## src/rtl/hs_sync_rx.sv

```systemverilog
// Clocked receiver for four-phase bundled-data handshakes: synchronises req, captures data into a FIFO,
// and pulses ack_set/ack_reset for the downstream ack latch. Define HS_SYNC_3FF_EN for a 3-flop synchroniser.
module hs_sync_rx #(
  parameter int W     = 8,
  parameter int DEPTH = 4
) (
  input  logic                     clk,
  input  logic                     rst,
  input  logic                     req,
  input  logic [W-1:0]             data,
  output logic                     ack_set,
  output logic                     ack_reset,
  output logic                     ack_state,
  output logic [W-1:0]             out_data,
  output logic                     out_valid,
  input  logic                     out_ready,
  output logic [$clog2(DEPTH):0]   count
);

  localparam int AW = $clog2(DEPTH);
`ifdef HS_SYNC_3FF_EN
  localparam int SYNC_STAGES = 3;
`else
  localparam int SYNC_STAGES = 2;
`endif
  localparam logic [AW:0] PTR_ONE = 1;

  typedef enum logic {IDLE, ACKED} state_t;

  state_t                 state, state_next;
  logic [SYNC_STAGES-1:0] sync_q;
  logic                   req_s;
  logic                   push, pop, full;
  logic                   set_next, clr_next;
  logic [AW:0]            wr_ptr, rd_ptr;
  logic [W-1:0]           mem [DEPTH];

  // Only req crosses domains; data is bundled and trusted stable while req is high.
  always_ff @(posedge clk) begin
    if (rst) sync_q <= '0;
    else     sync_q <= {sync_q[SYNC_STAGES-2:0], req};
  end

  assign req_s = sync_q[SYNC_STAGES-1];

  assign full      = (wr_ptr[AW] != rd_ptr[AW]) && (wr_ptr[AW-1:0] == rd_ptr[AW-1:0]);
  assign out_valid = (wr_ptr != rd_ptr);
  assign pop       = out_valid & out_ready;
  assign count     = wr_ptr - rd_ptr;
  assign out_data  = mem[rd_ptr[AW-1:0]];
  assign ack_state = (state == ACKED);

  always_comb begin
    state_next = state;
    push       = 1'b0;
    set_next   = 1'b0;
    clr_next   = 1'b0;
    case (state)
      IDLE: begin
        // A full FIFO simply withholds the ack, which stalls the async stage upstream.
        if (req_s && !full) begin
          push       = 1'b1;
          set_next   = 1'b1;
          state_next = ACKED;
        end
      end
      ACKED: begin
        if (!req_s) begin
          clr_next   = 1'b1;
          state_next = IDLE;
        end
      end
      default: state_next = IDLE;
    endcase
  end

  // ack_reset is held during reset so the external ack latch is cleared too.
  always_ff @(posedge clk) begin
    if (rst) begin
      state     <= IDLE;
      ack_set   <= 1'b0;
      ack_reset <= 1'b1;
    end else begin
      state     <= state_next;
      ack_set   <= set_next;
      ack_reset <= clr_next;
    end
  end

  always_ff @(posedge clk) begin
    if (rst) begin
      wr_ptr <= '0;
      rd_ptr <= '0;
    end else begin
      if (push) wr_ptr <= wr_ptr + PTR_ONE;
      if (pop)  rd_ptr <= rd_ptr + PTR_ONE;
    end
  end

  always_ff @(posedge clk) begin
    if (push && !rst) mem[wr_ptr[AW-1:0]] <= data;
  end

endmodule

```

## config.mk

```make
export PLATFORM = sky130hd
export DESIGN_NAME = hs_sync_rx
export DESIGN_NICKNAME = d
export VERILOG_FILES = /design/src/rtl/hs_sync_rx.sv
export SDC_FILE = /design/constraint.sdc
export NUM_CORES = 1
export LEC_CHECK = 0
export BUFFER_PORTS_ARGS = -buffer_cell sky130_fd_sc_hd__buf_2
export CAP_MARGIN = 20
export CORE_MARGIN = 8
export CORE_UTILIZATION = 50
export CTS_CLUSTER_SIZE = 24
export DETAILED_ROUTE_END_ITERATION = 12
export HOLD_SLACK_MARGIN = 0.15
export PLACE_DENSITY = 0.71
export SYNTH_ARGS = -nofsm -noshare
export SYNTH_HDL_FRONTEND = slang
export SYNTH_SLANG_ARGS = --single-unit
```

## constraint.sdc

```tcl
create_clock -name clk -period 2.5 [get_ports clk]
set_clock_uncertainty 0.15 [all_clocks]
set_input_delay 0 -clock clk [delete_from_list [all_inputs] [get_ports clk]]
set_output_delay 0 -clock clk [all_outputs]
set_load 0.01 [all_outputs]
```

Word-level counts from Yosys, hierarchy flattened
Memory sizes are Yosys's and may differ from the RTL's. A register that Yosys moved wholly into a read port is not among the register bits.
Cells that the tools add are included.
{ "totals": {"register_bits": 11, "mem_bits_rw": 32, "inputBits": 12, "out_inout_bits": 15, "wordCells": 30, "mem_count": 1} }
{ "op_classes": {"add_sub_neg": 3, "n_eq_ne": 3, "mux": 10, "n_bitwise": 2, "reduce_logical": 5} }
{ "memory_table": {"columns": ["memory", "depth", "word_bits", "read_ports", "rd_clocked_by_memory_dff", "wr", "line_no", "source"], "rows": [
  ["mem", 4, 8, 1, 1, 1, "36", "logic [W-1:0] mem [DEPTH];"]
]} }
{ "op_table": {"columns": ["op", "n"], "rows": [
  ["$mux 1", 7],
  ["$add 3x1->3 const B", 2],
  ["$mux 2", 2],
  ["$logic_and 1x1->1", 3],
  ["$ne 3x3->1", 1],
  ["$sub 3x3->3", 1],
  ["$eq 2x2->1", 1],
  ["$logic_not 1->1", 2],
  ["$pmux 1 s2", 1],
  ["$and 1x1->1", 1],
  ["$ne 1x1->1", 1],
  ["$not 1->1", 1]
]} }

Depth between registers and ports, before layout
{ "logic_depth": {"word_depth": 9, "ltp_mapped": 5, "ltp_nobuf": 5} }

Worst setup path before layout
Ideal clock, no wire load.
{ "synth_timing": {"kind": "register to register", "startpoint": "reg wr_ptr[0]", "endpoint": "mem mem[3][0], enable pin", "t_arrival_ns": 1.390, "t_required_ns": 2.018, "slack_ns": 0.628, "stages_incl_launch_ff": 5, "path_buffers": 0, "cell_sequence": "dfxtp_1 -> inv_1 -> ha_1 -> a311oi_2 -> and2_1"} }
{ "synth_via": {"elab_chain_cells": 9} }
{ "synth_rtl": {"columns": ["item", "line_no", "source"], "rows": [
  ["start: declaration", "35", "logic [AW:0] wr_ptr, rd_ptr;"],
  ["start signal: assignment", "95", "if (push) wr_ptr <= wr_ptr + PTR_ONE;"],
  ["$eq 2x2->1", "46", "assign full = (wr_ptr[AW] != rd_ptr[AW]) && (wr_ptr[AW-1:0] == rd_ptr[AW-1:0]);"],
  ["$logic_and 1x1->1", "46", null],
  ["$logic_not 1->1", "61", "if (req_s && !full) begin"],
  ["$logic_and 1x1->1", "61", null],
  ["$mux 1", "61", null],
  ["$mux 1", null, null],
  ["$logic_and 1x1->1", "101", "if (push && !rst) mem[wr_ptr[AW-1:0]] <= data;"],
  ["$mux 1", "101", null],
  ["$mux 1 (implied by the code)", "101", null],
  ["end: declaration", "36", null]
]} }
Several ways; a longest one is shown, not always the timed one.

Final worst setup path
{ "layout_timing": {"startpoint": "reg wr_ptr[0]", "endpoint": "reg rd_ptr[1]"} }
{ "layout_via": {"elab_chain_cells": 2} }
{ "layout_rtl": {"columns": ["item", "line_no", "source"], "rows": [
  ["$ne 3x3->1", "47", "assign out_valid = (wr_ptr != rd_ptr);"],
  ["$and 1x1->1", "48", "assign pop = out_valid & out_ready;"],
  ["end signal: assignment", "96", "if (pop) rd_ptr <= rd_ptr + PTR_ONE;"],
  ["end: declaration", "35", null]
]} }
Every way passes these cells.
A chain may end at the register's enable or synchronous reset.

==> reports/results.txt <==
Status - finished, final reports clean
Syn-to-layout area delta - 21.6%
Setup Viol. Count Final - 0
Drt first pass iters - 4
Hold Path Origin - data[6]
Total Wirelength - 3120 um
Port bufs - 26
Initial antenna violation count - 0
Die X - 76.5 um
Placer Congestion - 0.798
Setup crit end kind - flip-flop
Filler Cells Inserted - 294
Final hold violation count - 0
P_int - 0.00116 W
Syn Nets - 130
Layout net count - 173
Max Slew Vio Count - 0
Layout cells sized above 1 - 0.286
Slew headroom - 0.644
Tightest Pin Transition - 0.534 ns
DP Wirelength - 2230 um
Critical Path RT - 2.60 ns
CP startpoint - wr_ptr[0]$_SDFFE_PP0N_
RSZ-0062 raised after global routing - false
Hold/Removal Path Class - primary input to flip-flop
TritonCTS Buffers - 5
CP peak stage delay - 0.58 ns
Sequential element share of the synthesized area - 0.667
Minimum clock period - 2.19 ns
Row count - 22
Delay-heaviest family, CP - buffers and inverters
R2r startpoint - wr_ptr[0]$_SDFFE_PP0N_
Worst Path Arrival - 2.29 ns
DP Area - 2010 um^2
Vias - 1030
WS Path Type - flip-flop to flip-flop
Critical path cell sequence - inv_1 -> ha_1 -> nand2_1 -> o2111ai_1 -> dlygate4sd3_1 -> o31ai_1
Leak - 0.852 nW
Clk network pwr share - 0.300
WL per Instance - 15.5 um
Sw power - 0.000381 W
WP buf/inv - 2
YS warnings - 0
Highest-delay cell along the critical path - dlygate4sd3_1
Peak supply drop - 453 uV
Initial core utilization - 0.512
Worst-skew pair later-pin latency - 0.36 ns
Part of the power in registers - 0.552
CP max FO - 6
Synth Area per Inst - 16.6 um^2
Vias in the first global route - 1125
Initial drt markers - 63
Final Cycle Share - 0.875
Metal2 WL - 1480 um
First-pass GRT wire length - 5340 um
Post-synth cell types - 31
Combinational share of power - 0.148
F_max - 457 MHz
Via density - 5.10
Setup_tns - 0 ns
Clk slew on worst S/H paths - 0.13 ns
CP Launch Type - flip-flop
Synth Instances - 110
Largest net degree at the start of global routing - 17
Sw frac - 0.248
Ant diodes - 0
All-Layer GR Usage - 0.115
Sink Count - 45
CTS root buf - clkbuf_4
TritonCTS clock tree - built
Congestion Overflow GR - 0
H-tree Lvls - 2
DRT antenna net count - 0
Max-Cap Viols - 0
Final design utilization - 0.622
Core outline area - 3580 um^2
Top Layer Used - met4
Final Instance Area - 2230 um^2
Drt drc - 0
Post-Synthesis Cell Area - 1830 um^2
Clock Tree Buf Depth - 2
I/O pin total - 27
Met3 WL post-DR - 137 um
Gates resized, CTS repair - 0
Synthesized flop and latch total - 45
Area of the die - 5850 um^2
Chip Height - 76.5 um
Post-CTS setup buffer count - 0
Pwr Density - 690 nW/um^2
M1 WL - 1430 um
final cells by class:
type,count,area [um^2],share of cell area
clock buffers,5,37.5,0.0169
clock inverters,3,50.0,0.0225
flip-flops and latches,45,1220,0.549
inverters,9,33.8,0.0152
well taps,48,60.1,0.0270
repair buffers,39,260,0.117
multi-input cells,53,563,0.253
metrics by stage:
step,instances,setup WS [ns],power [W],hold slack [ns]
global route,202,0.189,0.00160,0.224
detailed placement,181,0.373,0.00108,0.0633
global placement,181,0.472,0.00108,0.0569
finish,202,0.311,0.00154,0.236
CTS,202,0.356,0.00155,0.221
floorplan,110,0.628,0.00100,-0.0658
path summary, 6_finish.rpt:
kind,slack (ns),end,cells after the start
worst max register to register,0.31,rd_ptr[1]$_SDFFE_PP0P_,6
worst min-delay path,0.24,mem[2][6]$_DFFE_PP_,2
worst min register to register,0.31,sync_q[1]$_SDFF_PP0_,1
worst max-delay path,0.31,rd_ptr[1]$_SDFFE_PP0P_,6
sequential cells by signal, indices dropped and copies added, names as in the netlist, named ones only:
| signal | flops |
|---|---|
| ack_set | 1 |
| ack_reset | 1 |
| mem | 32 |
| sync_q | 2 |
| rd_ptr | 3 |
| ack_state | 1 |
| wr_ptr | 3 |
per-layer routing:
metal / global-route usage / vias up
li1: - / 499
met1: 0.140 / 503
met2: 0.181 / 20
met3: 0.0354 / 8
met4: 0.0577 / 0
met5: 0 / -
synth_stat cells:
| cell type | instances | area (um^2) |
|---|---|---|
| o311ai_1 | 1 | 8.76 |
| xor2_2 | 1 | 16.3 |
| o2111ai_1 | 1 | 8.76 |
| edfxtp_1 | 32 | 961 |
| o21ai_0 | 2 | 10.0 |
| a311oi_1 | 1 | 8.76 |
| and2_1 | 4 | 25.0 |
| buf_1 | 1 | 3.75 |
| a31oi_1 | 1 | 6.26 |
| nand2_1 | 3 | 11.3 |
| fa_1 | 1 | 20.0 |
| or2_1 | 1 | 6.26 |
| nand2b_1 | 1 | 6.26 |
| inv_1 | 9 | 33.8 |
| mux2i_1 | 1 | 10.0 |
| mux2_1 | 4 | 45.0 |
| clkbuf_1 | 1 | 3.75 |
| ha_1 | 7 | 87.6 |
| nor2_1 | 4 | 15.0 |
| nor2b_1 | 4 | 25.0 |
| o211a_1 | 1 | 10.0 |
| dfxtp_1 | 13 | 260 |
| nand3_1 | 1 | 5.00 |
| a311oi_2 | 1 | 15.0 |
| o31ai_1 | 1 | 7.51 |
| a211o_1 | 1 | 8.76 |
| xor2_1 | 1 | 8.76 |
| nor4bb_1 | 1 | 10.0 |
| buf_2 | 1 | 5.00 |
| mux4_2 | 8 | 180 |
| o21a_1 | 1 | 7.51 |
power by group through the flow:
stage          combinational (W)  clock, W  sequential (W)
2_1_floorplan           0.000156         0        0.000844
3_3_place_gp            0.000213         0        0.000863
3_5_place_dp            0.000216         0        0.000866
4_1_cts                 0.000232  0.000471        0.000849
5_1_grt                 0.000250  0.000498        0.000855
6_report                0.000228  0.000461        0.000848
cells in the final DEF (no fill, tap or decap), types with 2 or more instances in the layout:
cell	instances
edfxtp_1	32
buf_2	26
dfxtp_1	13
dlygate4sd3_1	13
inv_1	9
mux4_2	8
ha_1	7
clkbuf_4	5
and2_1	4
nor2b_1	4
nor2_1	4
mux2_1	4
nand2_1	3
o21ai_0	2
cells by family after synthesis:
family | count (synthesis) | synth area share
buffers and inverters | 12 | 0.0253
adder cells (fa/ha/maj) | 8 | 0.0588
AO/OA/AOI/OAI | 11 | 0.0499
multiplexers | 13 | 0.129
XOR/XNOR | 2 | 0.0137
flip-flops | 45 | 0.667
AND/OR/NAND/NOR | 19 | 0.0567
timing repair:
item                                   4_1_cts  5_1_grt
endpoints found under the hold margin       45        0
setup endpoints to repair                    0        0
hold buffers                                13        0
No activity file was read; power rests on OpenSTA's default activity.
